<file path="src/rtl/reduce_reg_bank.sv">
// Multi-channel bank of reduction flags: each channel reduces a WIDTH-bit slice
// to one bit (AND/OR/XOR), carries it through a fixed-latency pipeline into a
// per-channel output register with sync clear/set, and counts output rises.
module reduce_reg_bank #(
   parameter int unsigned CHANNELS    = 4,
   parameter int unsigned WIDTH       = 6,
   parameter int unsigned PIPE_STAGES = 1,
   parameter int unsigned CNT_W       = 4
) (
   input  logic                        clk,
   input  logic                        areset_n,
   input  logic                        in_valid,
   input  logic [1:0]                  mode,
   input  logic [CHANNELS*WIDTH-1:0]   data_in,
   input  logic [CHANNELS-1:0]         ch_en,
   input  logic [CHANNELS-1:0]         sclr,
   input  logic [CHANNELS-1:0]         sset,
   output logic [CHANNELS-1:0]         data_out,
   output logic [CHANNELS-1:0]         out_valid,
   output logic [CHANNELS*CNT_W-1:0]   rise_cnt
);

   // Stage-0 register plus PIPE_STAGES extra stages ahead of the output register.
   localparam int unsigned DEPTH = PIPE_STAGES + 1;

   localparam logic [1:0] MODE_AND  = 2'b00;
   localparam logic [1:0] MODE_OR   = 2'b01;
   localparam logic [1:0] MODE_XOR  = 2'b10;
   localparam logic [1:0] MODE_HOLD = 2'b11;

   localparam logic [CNT_W-1:0] CNT_MAX = '1;

   logic [CHANNELS-1:0]              s0_v_c;
   logic [CHANNELS-1:0]              s0_r_c;

   logic [DEPTH-1:0][CHANNELS-1:0]   pipe_v_q;
   logic [DEPTH-1:0][CHANNELS-1:0]   pipe_r_q;

   logic [CHANNELS-1:0]              arr_v_c;
   logic [CHANNELS-1:0]              arr_r_c;

   logic [CHANNELS-1:0]              dout_d,  dout_q;
   logic [CHANNELS-1:0]              ov_d,    ov_q;
   logic [CHANNELS-1:0][CNT_W-1:0]   cnt_d,   cnt_q;

   // Per-channel qualification and same-cycle reduction of the input slice.
   always_comb begin
      s0_v_c = '0;
      s0_r_c = '0;
      for (int i = 0; i < int'(CHANNELS); i++) begin
         s0_v_c[i] = in_valid & ch_en[i] & (mode != MODE_HOLD);
         unique case (mode)
            MODE_AND: s0_r_c[i] = &data_in[i*WIDTH +: WIDTH];
            MODE_OR:  s0_r_c[i] = |data_in[i*WIDTH +: WIDTH];
            MODE_XOR: s0_r_c[i] = ^data_in[i*WIDTH +: WIDTH];
            default:  s0_r_c[i] = 1'b0;
         endcase
      end
   end

   // Free-running pipeline; HOLD only injects bubbles, reset flushes everything.
   always_ff @(posedge clk or negedge areset_n) begin
      if (!areset_n) begin
         pipe_v_q <= '0;
         pipe_r_q <= '0;
      end else begin
         pipe_v_q[0] <= s0_v_c;
         pipe_r_q[0] <= s0_r_c;
         for (int k = 1; k < int'(DEPTH); k++) begin
            pipe_v_q[k] <= pipe_v_q[k-1];
            pipe_r_q[k] <= pipe_r_q[k-1];
         end
      end
   end

   assign arr_v_c = pipe_v_q[DEPTH-1];
   assign arr_r_c = pipe_r_q[DEPTH-1];

   // Output register priority (clear > set > arrival > hold) and rise counting.
   always_comb begin
      dout_d = dout_q;
      ov_d   = '0;
      cnt_d  = cnt_q;
      for (int i = 0; i < int'(CHANNELS); i++) begin
         if (sclr[i]) begin
            dout_d[i] = 1'b0;
            cnt_d[i]  = '0;
         end else begin
            if (sset[i]) begin
               dout_d[i] = 1'b1;
            end else if (arr_v_c[i]) begin
               dout_d[i] = arr_r_c[i];
               ov_d[i]   = 1'b1;
            end
            if (!dout_q[i] && dout_d[i] && (cnt_q[i] != CNT_MAX)) begin
               cnt_d[i] = cnt_q[i] + CNT_W'(1);
            end
         end
      end
   end

   // Output state registers.
   always_ff @(posedge clk or negedge areset_n) begin
      if (!areset_n) begin
         dout_q <= '0;
         ov_q   <= '0;
         cnt_q  <= '0;
      end else begin
         dout_q <= dout_d;
         ov_q   <= ov_d;
         cnt_q  <= cnt_d;
      end
   end

   assign data_out  = dout_q;
   assign out_valid = ov_q;
   assign rise_cnt  = cnt_q;

endmodule

</file>
<file path="config.mk">
export PLATFORM = sky130hd
export DESIGN_NAME = reduce_reg_bank
export DESIGN_NICKNAME = d
export VERILOG_FILES = /design/src/rtl/reduce_reg_bank.sv
export SDC_FILE = /design/constraint.sdc
export NUM_CORES = 1
export LEC_CHECK = 0
export ABC_AREA = 1
export CORE_AREA = 2 2 76 78
export DETAILED_ROUTE_END_ITERATION = 12
export DIE_AREA = 0 0 78 80
export PLACE_DENSITY = 0.74
export SKIP_CTS_REPAIR_TIMING = 1
export SYNTH_ARGS = -nofsm -noshare
export SYNTH_HDL_FRONTEND = slang
export SYNTH_SLANG_ARGS = --single-unit
</file>
<file path="constraint.sdc">
create_clock -name clk -period 3.3 [get_ports clk]
set_input_delay 0.66 -clock clk [delete_from_list [all_inputs] [get_ports clk]]
set_output_delay 0.66 -clock clk [all_outputs]
set_load 0.02 [all_outputs]
</file>
**Word-level counts from Yosys, hierarchy flattened**

Index checks and enable logic that the tools add are counted.

- Register bits after elaboration: 40

- Add/subtract/negate cells: 4
- Equal/unequal tests: 7
- Reduce and logical (&&, ||, !) cells: 29
- Muxes and demuxes: 40
- Bitwise logic cells: 8

Operators by type and width:

| operator | number |
|---|---|
| $mux W4 | 8 |
| $mux W1 | 28 |
| $reduce_and A6 Y1 | 4 |
| $reduce_or A6 Y1 | 4 |
| $reduce_xor A6 Y1 | 4 |
| $add A4 B1 Y4 const B | 4 |
| $ne A4 B4 Y1 const B | 4 |
| $pmux W1 S3 | 4 |
| $and A1 B1 Y1 | 8 |
| $logic_and A1 B1 Y1 | 8 |
| $reduce_bool A2 Y1 | 4 |
| $logic_not A1 Y1 | 4 |
| $eq A2 B1 Y1 const B | 1 |
| $eq A2 B2 Y1 const B | 1 |
| $logic_not A2 Y1 | 1 |
| $ne A2 B2 Y1 const B | 1 |

**Depth between registers and ports, before layout**

Gate-level depths: netlist of run 1.

- Depth after elaboration: 7
- Depth in mapped cells: 8

**Least setup slack after synthesis of run 1**

OpenSTA, ideal clock, no wires.

- Kind: input -> register
- Start point: input data_in[2]
- End point: register pipe_r_q[0] (netlist bit)
- Arrival: 1.270 ns
- Path buffers: 0
- Stages on the path: 8
- Path slack: 1.905 ns
- Cells stage by stage: inv_1 -> ha_1 -> inv_1 -> nand2_1 -> nand2_1 -> nand2_1 -> nand3_1 -> nand3_1

- Longest elaborated chain between the ends: 2
- Elaborated cells on any way between the ends: 4
- Those cells by class: 1 x mux; 3 x reduce/logical

RTL lines:

| item | RTL line | RTL |
|---|---|---|
| start, declared | 14 | `input logic [CHANNELS*WIDTH-1:0] data_in,` |
| $reduce_xor A6 Y1, or another cell as far along | 55 | `MODE_XOR: s0_r_c[i] = ^data_in[i*WIDTH +: WIDTH];` |
| $pmux W1 S3 (*) | 52 | `unique case (mode)` |
| via s0_r_c[0] | 34 | `logic [CHANNELS-1:0] s0_r_c;` |
| end signal, assigned by index | 71 | `pipe_r_q[k] <= pipe_r_q[k-1];` |
| end, declared | 37 | `logic [DEPTH-1:0][CHANNELS-1:0] pipe_r_q;` |

The timed path passes the listed nets; every way through them passes the cells marked *.
A chain may end at the register's enable or synchronous reset.

**Worst setup path in the final report of run 1**

- Start point: register cnt_q, in the netlist rise_cnt[2]
- End point: output rise_cnt[2]

RTL lines:

| item | RTL line | RTL |
|---|---|---|
| start, declared | 44 | `logic [CHANNELS-1:0][CNT_W-1:0] cnt_d, cnt_q;` |
| start signal, assigned | 111 | `cnt_q <= cnt_d;` |
| end, declared | 20 | `output logic [CHANNELS*CNT_W-1:0] rise_cnt` |

No word-level cell between the ends.

==> metrics.yaml, run 1 <==
cp_num_buf_inv: 1
hold_ws_ns: 0.351
ant_nets: 0
finalHoldViolCount: 0
port_buffers: 64
ys_seq_elements: 40
cp.depth: 1
timing.fmax_mhz: 489
async_reset_ff_share_pct: 100
dp_cells: 417
h-tree-depth: 2
grt_usage_pct: 14.6
crit_arrival_ns: 1.39
grt_pass1_wl_um: 7380
synth-edff-count: 0
route.detailed.drc: 0
seq_area_frac_synth_pct: 42.3
synth_warnings: 0
crit_chain: "clkdlybuf4s50_1"
drtIter0Drc: 49
synthesis.instances: 281
leakagePower_nw: 1.73
slowest_stage: "clkdlybuf4s50_1"
core_um2: 5410
hp-class: "reg -> reg"
slew-limit-headroom_pct: 42.8
routed_wl_um: 4090
firstDrtPassIters: 6
final_layout_size_suffix_gt1_share_pct: 8.50
num_rows: 27
skew_ns: 0.00716
die_x_um: 78
boundaryPins: 65
antenna_cells: 0
rr_worst_depth: 6
dr_total_vias: 1967
slew_viol_final: 0
cp-end-kind: "output port"
antenna_found_initial: 0
clock_latency_ns: 0.29
avgSynthCellArea_um2: 8.42
cts_made_buffers: 5
grt_pass1_vias: 1749
max_stage_delay_ns: 0.64
worstPathMaxFanout: 6
wl_per_cell_um: 9.62
synth_area_um2: 2370
ir_drop_v: 0.000144
cts.clk_slew.worst_paths_ns: 0.08
dp_hpwl_um: 3330
instances_no_fill: 425
drv_cap: 0
viasPerCell: 4.63
final_nets: 421
syn_nets: 350
cpLargestDelayFamily: "buffers and inverters"
area_growth_pct: 34.6
cts_root_buffer: "clkbuf_8"
rsz0062_at_grt: "no"
overflow: 0
start_util_pct: 43.8
dieArea_um2: 6240
cts.path.max_buffers: 2
status: "finished, final reports clean"
layout_commonest_cell: "clkdlybuf4s50_1"
setup_viol: 0
setup.worst_path.class: "reg -> out"
clock_sinks: 40
cts_tree: "yes"
worst_pin_slew_ns: 0.857
powerDensity_nw_per_um2: 347
grt_max_degree: 41
gp_congestion: 0.811
ys_types: 21
synth_ff_type: "dfrtp_1"
fp.dieH_um: 80
fin_crit_ns: 2.05
final_cell_mix: "clkdlybuf4s50_1, nand2_1, inv_1, nand3_1, dfrtp_1"
required_ns: 2.64
post-route-period-util_pct: 62.0
start_kind: "register"
hold_depth: 0
tns_ns: 0
## cell type report
cell class,count,area [um2]
clock buffers,6,82.6
fillers,484,2220
inverters,64,243
repair buffers,64,636
clock inverters,2,10.0
well taps,72,90.1
flip-flops and latches,40,1000
multi-input cells,177,1120
## report_power, final
part / switching (mW) / internal (mW) / leakage, nW / total, mW
clock: 0.157 / 0.167 / 0.0510 / 0.324
sequential: 0.0241 / 0.520 / 0.528 / 0.545
combinational: 0.121 / 0.116 / 1.15 / 0.237
total: 0.302 / 0.803 / 1.73 / 1.11
## layer usage
layer / share of wire (%) / track usage [%] / routed length, um / vias to the layer above
li1: - / - / - / 1025
met1: 45 / 17.9 / 1850 / 882
met2: 47 / 25.2 / 1920 / 54
met3: 6.4 / 3.85 / 261 / 6
met4: 1.2 / 4.21 / 51 / 0
met5: 0 / 0 / 0 / -
## path summary, 6_finish.rpt
kind                                          startpoint                  endpoint  slack [ns]
worst max register to register  rise_cnt[12]$_DFFE_PN0P_  rise_cnt[15]$_DFFE_PN0P_        2.09
worst min register to register     pipe_v_q[3]$_DFF_PN0_      arr_v_c[3]$_DFF_PN0_        0.35
worst max-delay path             rise_cnt[2]$_DFFE_PN0P_               rise_cnt[2]        1.25
worst min-delay path               pipe_v_q[3]$_DFF_PN0_      arr_v_c[3]$_DFF_PN0_        0.35
max in group asynchronous                       areset_n      arr_v_c[1]$_DFF_PN0_        2.28
min in group asynchronous                       areset_n  rise_cnt[10]$_DFFE_PN0P_        0.48
## flip-flops by register name (all words and copies together) (netlist names)
signal / flops
pipe_r_q: 4
pipe_v_q: 4
data_out: 4
out_valid: 4
rise_cnt: 16
arr_v_c: 4
arr_r_c: 4
## metrics by stage
step           total power [mW]  util, %  setup WS, ns  cell area, um2
6_report                   1.11     58.9          1.25            3190
4_1_cts                    1.13     58.9          1.23            3190
3_5_place_dp              0.794     57.2          1.32            3090
3_3_place_gp              0.788     57.2          1.36            3090
5_1_grt                    1.18     58.9          1.19            3190
2_1_floorplan             0.673        -          1.91            2370
## kinds of logic after synthesis
kind of cell | share of synthesized area (%)
XOR/XNOR | 1.85
adder cells (fa/ha/maj) | 14.8
flip-flops | 42.3
AO/OA/AOI/OAI | 1.06
buffers and inverters | 10.3
AND/OR/NAND/NOR | 29.8
## Yosys cell counts (2+ instances only)
| library cell | count | share of area (%) |
|---|---|---|
| a21oi_1 | 4 | 0.85 |
| clkinv_2 | 2 | 0.42 |
| dfrtp_1 | 40 | 42 |
| ha_1 | 28 | 15 |
| inv_1 | 54 | 8.6 |
| inv_2 | 8 | 1.3 |
| nand2_1 | 60 | 9.5 |
| nand2_4 | 2 | 0.95 |
| nand3_1 | 41 | 8.7 |
| nand3_2 | 4 | 1.7 |
| nand3_4 | 2 | 1.5 |
| nand3b_1 | 4 | 1.3 |
| nand4_1 | 7 | 1.8 |
| nor2_1 | 12 | 1.9 |
| nor3_1 | 4 | 0.85 |
| xor2_1 | 4 | 1.5 |
(Power assumes the default switching activity.)
==> run 2, diff against run 1 <==
- clock period: 3.3 -> 1.9 ns (I/O delays scaled with it)
==> run 2 against run 1 <==
Combinational power is 77% higher. Non-clock buffer count is 2 higher. Worst setup slack worse by 1.1 ns. Clock-buffer cell count is 1 higher. Sequential power is 73% higher. Clock power is 84% higher. Power is 77% higher. Flip-flop and latch count stayed put. Largest power group unchanged.
==> metrics.yaml, run 2 (synthesized netlist as in run 1, its figures left out) <==
overflow: 0
cpLargestDelayFamily: "buffers and inverters"
cts.path.max_buffers: 2
final_cell_mix: "clkdlybuf4s50_1, nand2_1, inv_1, nand3_1, dfrtp_1"
area_growth_pct: 35.5
crit_path_end: "rise_cnt[14]"
dieArea_um2: 6240
met3_wirelength_um: 248
dr_total_vias: 1978
slew_viol_final: 0
wl_per_cell_um: 10.1
post-route-period-util_pct: 93.0
dp_hpwl_um: 3450
wl_met1_um: 1910
status: "finished, final reports clean"
largest_reg_flops: 16
start_kind: "register"
routed_wl_um: 4320
max_stage_delay_ns: 0.64
rr_worst_depth: 6
met2_wirelength_um: 2090
tns_ns: 0
cts_made_buffers: 5
skew_ns: 0.00579
drtIter0Drc: 59
boundaryPins: 65
dp_cells: 418
r2r_end: "rise_cnt[13]$_DFFE_PN0P_"
port_buffers: 64
start_util_pct: 43.8
final_nets: 423
grt_usage_pct: 14.9
clock_latency_ns: 0.29
worstPathMaxFanout: 6
setup.worst_path.class: "reg -> out"
sw_frac_of_total_pct: 26.9
fin_crit_ns: 1.77
final_area_um2: 3210
required_ns: 1.52
setup_viol: 0
route.detailed.drc: 0
clock_sinks: 40
final_layout_size_suffix_gt1_share_pct: 8.47
grt_pass1_vias: 1846
startpoint: "rise_cnt[14]$_DFFE_PN0P_"
viasPerCell: 4.64
nFillCells: 486
drv_cap: 0
num_rows: 27
grt_max_degree: 39
cts_tree: "yes"
crit_arrival_ns: 1.39
highest_layer: "met4"
dpl_cell_area_um2: 3100
crit_chain: "clkdlybuf4s50_1"
ir_drop_v: 0.000231
worst_pin_slew_ns: 0.463
r2r-start: "rise_cnt[12]$_DFFE_PN0P_"
grt_pass1_wl_um: 7470
cp-end-kind: "output port"
r2r_setup_slack_ns: 0.69
finalHoldViolCount: 0
timing.fmax_mhz: 566
slowest_stage: "clkdlybuf4s50_1"
fp.dieH_um: 80
antenna_cells: 0
slew-limit-headroom_pct: 69.2
core_um2: 5410
design_power_total_mw: 1.96
combPwrFrac_pct: 21.4
p_seq_share_pct: 48.2
instances_no_fill: 426
die_x_um: 78
firstDrtPassIters: 4
cts.clk_slew.worst_paths_ns: 0.07
leakagePower_nw: 1.73
clkPwrFrac_pct: 30.4
cp_num_buf_inv: 1
p_switching_mw: 0.528
antenna_found_initial: 0
cp.depth: 1
rsz0062_at_grt: "no"
cts_root_buffer: "clkbuf_8"
internal_power_mw: 1.43
gp_congestion: 0.818
layout_commonest_cell: "clkdlybuf4s50_1"
hp-class: "reg -> reg"
ant_nets: 0
powerDensity_nw_per_um2: 611
h-tree-depth: 2
## run 2: cell count changes in the layout (fill, tap and decap cells not counted), sizes merged
| cell | delta |
|---|---|
| clkbuf | +1 |
| clkinv | -2 |
| dlygate4sd3 | +1 |
| buf | +1 |
## run 2: area by class of cell
cell class              instances  area (um2)  share of cell area, %
flip-flops and latches         40        1000                   31.2
well taps                      72        90.1                   2.81
clock buffers                   7        96.3                   3.00
multi-input cells             177        1120                   35.0
repair buffers                 66         653                   20.4
inverters                      64         243                   7.57
## run 2: stage by stage
| stage | worst slack, ns | hold WS [ns] | utilization, % |
|---|---|---|---|
| 2_1_floorplan | 0.695 | 0.0844 | - |
| 3_3_place_gp | 0.233 | 0.171 | 57.4 |
| 3_5_place_dp | 0.195 | 0.174 | 57.4 |
| 4_1_cts | 0.123 | -0.146 | 59.1 |
| 5_1_grt | 0.0751 | 0.360 | 59.3 |
| 6_report | 0.134 | 0.350 | 59.3 |
## run 2: layer usage
layer | GRT usage, % | vias up
li1 | - | 1019
met1 | 17.1 | 894
met2 | 26.8 | 58
met3 | 3.51 | 7
met4 | 6.14 | 0
met5 | 0 | -
## run 2: power groups by stage
stage	Clock (mW)	Combinational, mW	Sequential (mW)
after floorplan	0	0.182	0.988
after global placement	0	0.409	0.961
after detailed placement	0	0.421	0.963
after CTS	0.620	0.423	0.946
after global routing	0.658	0.469	0.953
final	0.596	0.420	0.945
## run 2: worst min-delay path by stage
| stage | depth (start not counted) | slack [ns] | start | to |
|---|---|---|---|---|
| 6_report | 0 | 0.35 | pipe_r_q[3]$_DFF_PN0_ | arr_r_c[3]$_DFF_PN0_ |
| 5_1_grt | 0 | 0.36 | pipe_r_q[3]$_DFF_PN0_ | arr_r_c[3]$_DFF_PN0_ |
| 4_1_cts | 1 | -0.15 | areset_n | out_valid[1]$_DFF_PN0_ |
| 3_5_place_dp | 1 | 0.17 | areset_n | rise_cnt[7]$_DFFE_PN0P_ |
| 3_3_place_gp | 1 | 0.17 | areset_n | out_valid[1]$_DFF_PN0_ |
| 2_1_floorplan | 0 | 0.08 | areset_n | arr_r_c[0]$_DFF_PN0_ |
==> run 3, diff against run 2 <==
- CORE_AREA: 2 2 76 78 -> 10 10 84 86
- DIE_AREA: 0 0 78 80 -> 0 0 94 96
==> run 3 against run 2 <==
Clock power increased by 11%. Power rose by 3.4%. Sequential power about the same. Utilization grew 0.25 points. Critical endpoint is now rise_cnt[2]. Largest cell class unchanged. Largest power group unchanged.
==> metrics.yaml, run 3 (synthesized netlist as in run 1, its figures left out) <==
crit_path_end: "rise_cnt[2]"
cts_made_buffers: 5
fin_crit_ns: 1.77
post-route-period-util_pct: 93.4
cts_root_buffer: "clkbuf_8"
slew-limit-headroom_pct: 77.0
required_ns: 1.52
ant_nets: 0
h-tree-depth: 2
gp_congestion: 0.765
start_kind: "register"
worst_slack_ns: 0.125
route.detailed.drc: 0
dr_total_vias: 1979
cp-end-kind: "output port"
cp_num_buf_inv: 1
largest_reg_flops: 16
grt_pass1_vias: 1957
leakagePower_nw: 1.74
skew_ns: 0.00541
overflow: 0
worstPathMaxFanout: 6
r2r_setup_slack_ns: 0.69
dieArea_um2: 9020
cp.depth: 1
setup.worst_path.class: "reg -> out"
powerDensity_nw_per_um2: 630
cts.clk_slew.worst_paths_ns: 0.08
hp-class: "in -> async"
cts_tree: "yes"
layout_commonest_cell: "clkdlybuf4s50_1"
instances_no_fill: 426
antenna_cells: 0
dp_cells: 418
ir_drop_v: 0.000311
tns_ns: 0
core_um2: 5410
die_x_um: 94
slowest_stage: "clkdlybuf4s50_1"
crit_arrival_ns: 1.39
boundaryPins: 65
routed_wl_um: 4780
rsz0062_at_grt: "no"
grt_pass1_wl_um: 8290
drtIter0Drc: 105
final_cell_mix: "clkdlybuf4s50_1, nand2_1, inv_1, nand3_1, dfrtp_1"
post-place-ws_ns: 0.186
drv_cap: 0
cpLargestDelayFamily: "buffers and inverters"
grt_max_degree: 41
antenna_found_initial: 0
crit_chain: "clkdlybuf4s50_1"
design_power_total_mw: 2.03
startpoint: "rise_cnt[2]$_DFFE_PN0P_"
clock_sinks: 40
r2r_end: "rise_cnt[12]$_DFFE_PN0P_"
finalHoldViolCount: 0
rr_worst_depth: 6
viasPerCell: 4.65
grt_usage_pct: 11.0
met2_wirelength_um: 2200
num_rows: 27
fp.dieH_um: 96
setup_viol: 0
met3_wirelength_um: 413
port_buffers: 64
wl_per_cell_um: 11.2
highest_layer: "met4"
cts.path.max_buffers: 2
area_growth_pct: 36.0
firstDrtPassIters: 4
worst_pin_slew_ns: 0.344
wl_met1_um: 2120
status: "finished, final reports clean"
slew_viol_final: 0
timing.fmax_mhz: 563
final_layout_size_suffix_gt1_share_pct: 8.47
final_area_um2: 3220
final_nets: 422
dpl_cell_area_um2: 3110
r2r-start: "rise_cnt[12]$_DFFE_PN0P_"
dp_hpwl_um: 4010
start_util_pct: 43.8
clock_latency_ns: 0.28
max_stage_delay_ns: 0.65
[run 3: cell count changes in the layout (fill, tap and decap cells not counted)]
cell,before,now
clkinv_2,2,3
buf_4,1,0
buf_12,0,1
bufinv_16,0,1
dlygate4sd3_1,1,0
clkbuf_8,7,5
clkbuf_1,0,1
[run 3: how the worst min path moves through the flow]
| stage | end | slack [ns] | cells after the start |
|---|---|---|---|
| CTS | rise_cnt[8]$_DFFE_PN0P_ | 0.06 | 2 |
| floorplan | arr_r_c[0]$_DFF_PN0_ | 0.08 | 0 |
| global route | data_out[0]$_DFF_PN0_ | 0.06 | 2 |
| finish | rise_cnt[11]$_DFFE_PN0P_ | 0.04 | 2 |
| global placement | arr_v_c[2]$_DFF_PN0_ | 0.33 | 0 |
| detailed placement | arr_r_c[1]$_DFF_PN0_ | 0.33 | 0 |
[run 3: report_power, final]
part	internal, mW	switching [mW]	total [mW]	leakage [nW]
Combinational	0.207	0.213	0.420	1.16
Sequential	0.904	0.0412	0.945	0.528
Clock	0.390	0.274	0.663	0.0552
Total	1.50	0.527	2.03	1.74
[run 3: per-layer routing]
| metal | vias to the layer above | global-route usage (%) |
|---|---|---|
| li1 | 1024 | - |
| met1 | 897 | 12.8 |
| met2 | 53 | 18.6 |
| met3 | 5 | 4.12 |
| met4 | 0 | 2.91 |
| met5 | - | 0 |
[run 3: cell type report]
cell class	count	area, um2
fill	468	2180
multi-input combinational	177	1120
sequential	40	1000
timing repair buffer	65	656
inverter	64	243
tap	72	90.1
clock buffer	6	72.6
clock inverter	2	35.0
[run 3: per-stage QoR]
stage	utilization, %	hold slack [ns]
2_1_floorplan	-	0.0844
3_3_place_gp	57.6	0.332
3_5_place_dp	57.6	0.335
4_1_cts	59.6	0.0558
5_1_grt	59.6	0.0598
6_report	59.6	0.0409
